===== src/rtl/mem_port_arbiter.sv =====
// Arbitrates a fetch port and a data port onto one shared memory port.
// Data wins ties. A stuck access is forced to finish after TIMEOUT busy cycles.
module mem_port_arbiter #(
    parameter int TIMEOUT = 16
) (
    input  logic        clk,
    input  logic        reset,
    input  logic        if_req,
    input  logic [31:0] if_addr,
    input  logic        if_kill,
    output logic        if_ready,
    output logic [31:0] if_rdata,
    input  logic        dm_req,
    input  logic        dm_we,
    input  logic [1:0]  dm_size,
    input  logic [31:0] dm_addr,
    input  logic [31:0] dm_wdata,
    output logic        dm_ready,
    output logic [31:0] dm_rdata,
    output logic        mem_req,
    output logic        mem_we,
    output logic [1:0]  mem_size,
    output logic [31:0] mem_addr,
    output logic [31:0] mem_wdata,
    input  logic [31:0] mem_rdata,
    input  logic        mem_ack,
    output logic        err,
    output logic        stall_if,
    output logic        stall_mem
);

    typedef enum logic [1:0] {IDLE, BUSY_I, BUSY_D, BUSY_IK} state_t;

    localparam logic [7:0] LP_LAST = 8'(TIMEOUT - 1);

    state_t      r_state;
    state_t      w_state_next;
    logic [7:0]  r_cnt;
    logic        r_if_ready;
    logic        r_dm_ready;
    logic [31:0] r_if_rdata;
    logic [31:0] r_dm_rdata;
    logic        r_err;
    logic        r_mem_we;
    logic [1:0]  r_mem_size;
    logic [31:0] r_mem_addr;
    logic [31:0] r_mem_wdata;

    logic w_busy;
    logic w_timeout;
    logic w_dm_elig;
    logic w_if_elig;
    logic w_grant_d;
    logic w_grant_i;

    // A side whose ready is high this cycle is showing a trailing req, not a new one.
    assign w_dm_elig = dm_req & ~r_dm_ready;
    assign w_if_elig = if_req & ~r_if_ready & ~if_kill;
    assign w_busy    = (r_state != IDLE);
    assign w_timeout = w_busy & ~mem_ack & (r_cnt == LP_LAST);
    assign w_grant_d = (r_state == IDLE) & w_dm_elig;
    assign w_grant_i = (r_state == IDLE) & ~w_dm_elig & w_if_elig;

    always_ff @(posedge clk) begin
        if (reset) begin
            r_state <= IDLE;
        end else begin
            r_state <= w_state_next;
        end
    end

    always_comb begin
        w_state_next = r_state;
        case (r_state)
            IDLE: begin
                if (w_grant_d) begin
                    w_state_next = BUSY_D;
                end else if (w_grant_i) begin
                    w_state_next = BUSY_I;
                end
            end
            BUSY_I: begin
                if (mem_ack || w_timeout) begin
                    w_state_next = IDLE;
                end else if (if_kill) begin
                    w_state_next = BUSY_IK;
                end
            end
            BUSY_D, BUSY_IK: begin
                if (mem_ack || w_timeout) begin
                    w_state_next = IDLE;
                end
            end
            default: w_state_next = IDLE;
        endcase
    end

    always_comb begin
        mem_req = 1'b0;
        case (r_state)
            BUSY_I, BUSY_D, BUSY_IK: mem_req = 1'b1;
            default:                 mem_req = 1'b0;
        endcase
    end

    // Completion pulses default low each cycle; a kill in the completing cycle suppresses the fetch pulse.
    always_ff @(posedge clk) begin
        if (reset) begin
            r_cnt       <= '0;
            r_if_ready  <= 1'b0;
            r_dm_ready  <= 1'b0;
            r_if_rdata  <= '0;
            r_dm_rdata  <= '0;
            r_err       <= 1'b0;
            r_mem_we    <= 1'b0;
            r_mem_size  <= '0;
            r_mem_addr  <= '0;
            r_mem_wdata <= '0;
        end else begin
            r_if_ready <= 1'b0;
            r_dm_ready <= 1'b0;
            r_if_rdata <= '0;
            r_dm_rdata <= '0;
            r_err      <= 1'b0;
            if (w_grant_d) begin
                r_mem_we    <= dm_we;
                r_mem_size  <= dm_size;
                r_mem_addr  <= dm_addr;
                r_mem_wdata <= dm_wdata;
                r_cnt       <= '0;
            end else if (w_grant_i) begin
                r_mem_we    <= 1'b0;
                r_mem_size  <= 2'b10;
                r_mem_addr  <= if_addr;
                r_mem_wdata <= '0;
                r_cnt       <= '0;
            end else if (w_busy) begin
                if (mem_ack) begin
                    if (r_state == BUSY_D) begin
                        r_dm_ready <= 1'b1;
                        r_dm_rdata <= mem_rdata;
                    end else if (r_state == BUSY_I && !if_kill) begin
                        r_if_ready <= 1'b1;
                        r_if_rdata <= mem_rdata;
                    end
                end else if (w_timeout) begin
                    r_err <= 1'b1;
                    if (r_state == BUSY_D) begin
                        r_dm_ready <= 1'b1;
                    end else if (r_state == BUSY_I && !if_kill) begin
                        r_if_ready <= 1'b1;
                    end
                end else begin
                    r_cnt <= r_cnt + 8'd1;
                end
            end
        end
    end

    assign if_ready  = r_if_ready;
    assign if_rdata  = r_if_rdata;
    assign dm_ready  = r_dm_ready;
    assign dm_rdata  = r_dm_rdata;
    assign err       = r_err;
    assign mem_we    = r_mem_we;
    assign mem_size  = r_mem_size;
    assign mem_addr  = r_mem_addr;
    assign mem_wdata = r_mem_wdata;
    assign stall_if  = if_req & ~r_if_ready;
    assign stall_mem = dm_req & ~r_dm_ready;

endmodule


===== config.mk =====
export PLATFORM = sky130hd
export DESIGN_NAME = mem_port_arbiter
export DESIGN_NICKNAME = d
export VERILOG_FILES = /design/src/rtl/mem_port_arbiter.sv
export SDC_FILE = /design/constraint.sdc
export NUM_CORES = 1
export LEC_CHECK = 0
export CAP_MARGIN = 30
export CELL_PAD_IN_SITES_DETAIL_PLACEMENT = 0
export CELL_PAD_IN_SITES_GLOBAL_PLACEMENT = 1
export CORE_MARGIN = 2
export CORE_UTILIZATION = 27
export CTS_CLUSTER_DIAMETER = 60
export DETAILED_ROUTE_END_ITERATION = 10
export PLACE_DENSITY_LB_ADDON = 0.1
export SYNTH_ARGS = -nofsm -noshare
export SYNTH_HDL_FRONTEND = slang
export SYNTH_SLANG_ARGS = --single-unit

===== constraint.sdc =====
create_clock -name clk -period 2 [get_ports clk]
set_clock_uncertainty 0.1 [all_clocks]
set_input_delay 0.4 -clock clk [delete_from_list [all_inputs] [get_ports clk]]
set_output_delay 0.4 -clock clk [all_outputs]
set_load 0.05 [all_outputs]

==> run_results.csv <==
group,metric,value,unit
floorplan,placementRows,48,
clocking,cts_tree,"yes",
yosys,synth_cell_types,41,
routing,via_per_inst,4.51,
setup_path,cp_data_required_time,2.25,ns
timing,layout_setup_ws,0.172,ns
clocking,cts.reportedPaths.clkPinSlew,0.06,ns
clocking,htree_levels,4,
yosys,synth_area,4800,um^2
yosys,synth.top_cell.area_share,60.0,%
pwr,power_leakage,3.86,nW
routing,ant_nets,0,
yosys,netlist_instances,472,
setup_path,path_cells,"clkdlybuf4s50_1, nor3b_1, buf_4, o21a_2, buf_4, or2_2, nor3_2",
place,gp_congestion,0.777,
setup_path,cp_max_fo,12,
timing,finalHoldViolCount,0,
yosys,synth_seq_cells,144,
yosys,avgSynthCellArea,10.2,um^2
floorplan,initial_core_util,27.7,%
global_route,grt_overflow,0,
timing,rsz0062_at_grt,"no",
pwr,power_frac_clock,41.8,%
clocking,cts_buffers,17,
routing,wire_per_inst,15.5,um
global_route,grt_pass1_vias,4481,
clocking,cts_root_buffer,"clkbuf_16",
floorplan,fp.dieH,137,um
timing,finalSetupViolations,0,
hold_path,hold_path_class,"flop to flop",
clocking,cts_hold_buf,0,
global_route,antenna_found_initial,0,
yosys,synth_seq_area_share,60.0,%
floorplan,core,17400,um^2
timing,fmax,547,MHz
pwr,combPwrFrac,19.2,%
finish,num-fill-cells,1669,
yosys,synth-edff-count,0,
routing,drc_errors,0,
pwr,vdd_drop_max,0.564,mV
setup_path,critical_path.slowest_cell,"clkdlybuf4s50_1",
floorplan,die_x,137,um
setup_path,cp-end-kind,"flop",
pwr,seqPwrFrac,39.0,%
global_route,grt_pass1_wl,23600,um
timing,fin_crit,1.83,ns
setup_path,critPathArrivalTime,2.07,ns
routing,dr.pass1.iters,7,
finish,finish.utilization,48.0,%
global_route,grt_max_degree,53,
place,place_ws,-0.258,ns
setup_path,worst_setup_path_start_kind,"input port",
finish,seq_area,2880,um^2
clocking,clockBufferDepth,2,
status,status,"complete, no violations",
setup_path,crit_path_max_incr_delay,0.42,ns
finish,multi_input_area,1770,um^2
setup_path,critPathMostFrequentCell,"buf_4",
routing,dr_total_vias,4474,
floorplan,io_pins,274,
floorplan,dieArea,18900,um^2
yosys,synth.net_count,610,
pwr,p_per_area,952,nW/um^2
pwr,intPower,5.72,mW
routing,drt_iter0_drc,217,
finish,fin_nets,891,
pwr,netSwitchingPower,2.21,mW
finish,areaGrowthSynthToFinish,73.4,%
place,place_hpwl,11400,um
yosys,synth_warnings,0,
setup_path,cp_num_buf_inv,3,
setup_path,cp_top_family,"buffers and inverters",
finish,drive_gt1_share,17.0,%
setup_path,critPathKind,"input port to flop",
timing,final-max-slew-violation-count,0,
yosys,yosysTopAreaCell,"dfxtp_1",
timing,slew_headroom,61.1,%
yosys,yosys-top-cells-area,"dfxtp_1 (60%), a22o_1 (6.2%), a311oi_1 (5.8%)",
timing,worst-slew-pin-transition,0.584,ns
timing,timing.hold.ws,0.370,ns
timing,fin_crit_sh,91.4,%
place,place.port_buffers,273,
finish,final_cells,991,
yosys,synthFlopType,"dfxtp_1",
clocking,postCtsSetupBuffers,0,
routing,drt_wl_total,15400,um
finish,antenna-diode-count,0,
flow_run,maxCapViolations,0,
pwr,switching_share,27.8,%
clocking,clk_latency,0.41,ns
place,dp.cells,959,
global_route,grt_usage,16.3,%
clocking,cts_num_sinks,144,
yosys,async_reset_ff_share,0,%
[routing by layer]
| metal | GRT usage (%) | up-vias | wire length, um |
|---|---|---|---|
| li1 | - | 2211 | - |
| met1 | 18.2 | 2072 | 6090 |
| met2 | 27.9 | 174 | 7560 |
| met3 | 6.62 | 17 | 1450 |
| met4 | 6.13 | 0 | 280 |
| met5 | 0 | - | 0 |
[stage by stage]
step | area, um^2 | setup TNS (ns) | total power, mW
after floorplan | 4800 | 0 | 4.01
final | 8330 | 0 | 7.93
after detailed placement | 7800 | -10.93 | 4.73
after global routing | 8330 | 0 | 8.29
after CTS | 8330 | 0 | 8.04
after global placement | 7800 | -12.84 | 4.72
[placed cells by master, fill, tap and decap left out, types with 2 or more instances in the layout]
master	Yosys	routed
dfxtp_1	144	143
clkdlybuf4s50_1	0	136
buf_4	3	76
dlygate4sd2_1	0	75
nand2_1	70	70
nor2_1	44	43
and2_1	34	34
a22o_1	34	34
and3_1	33	33
a311oi_1	32	32
clkbuf_16	0	17
buf_12	0	9
nor2_2	3	4
nand3_1	4	4
nor3_1	4	4
bufinv_16	0	4
a21oi_1	3	3
clkinvlp_4	0	3
clkbuf_1	17	3
inv_1	2	2
o21ba_2	2	2
and3_2	2	2
xor2_1	2	2
xnor2_1	2	2
o21ai_0	2	2
nor3_2	2	2
inv_6	0	2
clkinv_4	0	2
[final timing paths]
path	slack, ns	endpoint	startpoint	cells after the start
worst min-delay path	0.37	mem_wdata[15]	mem_wdata[15]	1
worst max-delay path	0.17	r_cnt[3]	if_req	7
worst max register to register	0.31	r_cnt[3]	if_ready	6
worst min register to register	0.37	mem_wdata[15]	mem_wdata[15]	1
[power by group through the flow]
stage	Clock [mW]	Combinational, mW	Sequential, mW
floorplan	0	0.364	3.65
global placement	0	1.56	3.15
detailed placement	0	1.57	3.16
CTS	3.42	1.53	3.09
global route	3.56	1.62	3.11
finish	3.32	1.52	3.09
[cell usage after synthesis, types with 4 or more instances]
| cell | instances |
|---|---|
| dfxtp_1 | 144 |
| nand2_1 | 70 |
| nor2_1 | 44 |
| a22o_1 | 34 |
| and2_1 | 34 |
| and3_1 | 33 |
| a311oi_1 | 32 |
| clkbuf_1 | 17 |
| buf_2 | 13 |
| nand3_1 | 4 |
| nor3_1 | 4 |
[what timing repair did]
item	in CTS	in global routing
endpoints found under the hold margin	0	0
gates resized for setup	75	0
setup endpoints to repair	75	0
[sequential cells by signal, summed over array words and instances (netlist names), 2 cells and up]
signal and flops:
r_cnt 8, dm_rdata 32, mem_size 2, mem_addr 32, r_state 2, if_rdata 32, mem_wdata 32
[kinds of logic (layout without fill, tap and decap cells)]
kind of cell / Yosys count / in the layout / share of synthesized area (%)
fa+ha+maj: 1 / 1 / 0.260
buf+inv: 36 / 330 / 3.39
compound gates: 79 / 79 / 13.9
flops: 144 / 144 / 60.0
xor+xnor: 4 / 4 / 0.729
simple gates: 208 / 208 / 21.7
[cell type report]
type / count / area share (%)
flip-flops and latches: 144 / 34.6
repair buffers: 296 / 33.2
well taps: 225 / 3.38
multi-input cells: 292 / 21.2
clock buffers: 20 / 5.24
clock inverters: 12 / 2.19
inverters: 2 / 0.0901
Note: power is estimated with default switching activity, not from simulation.
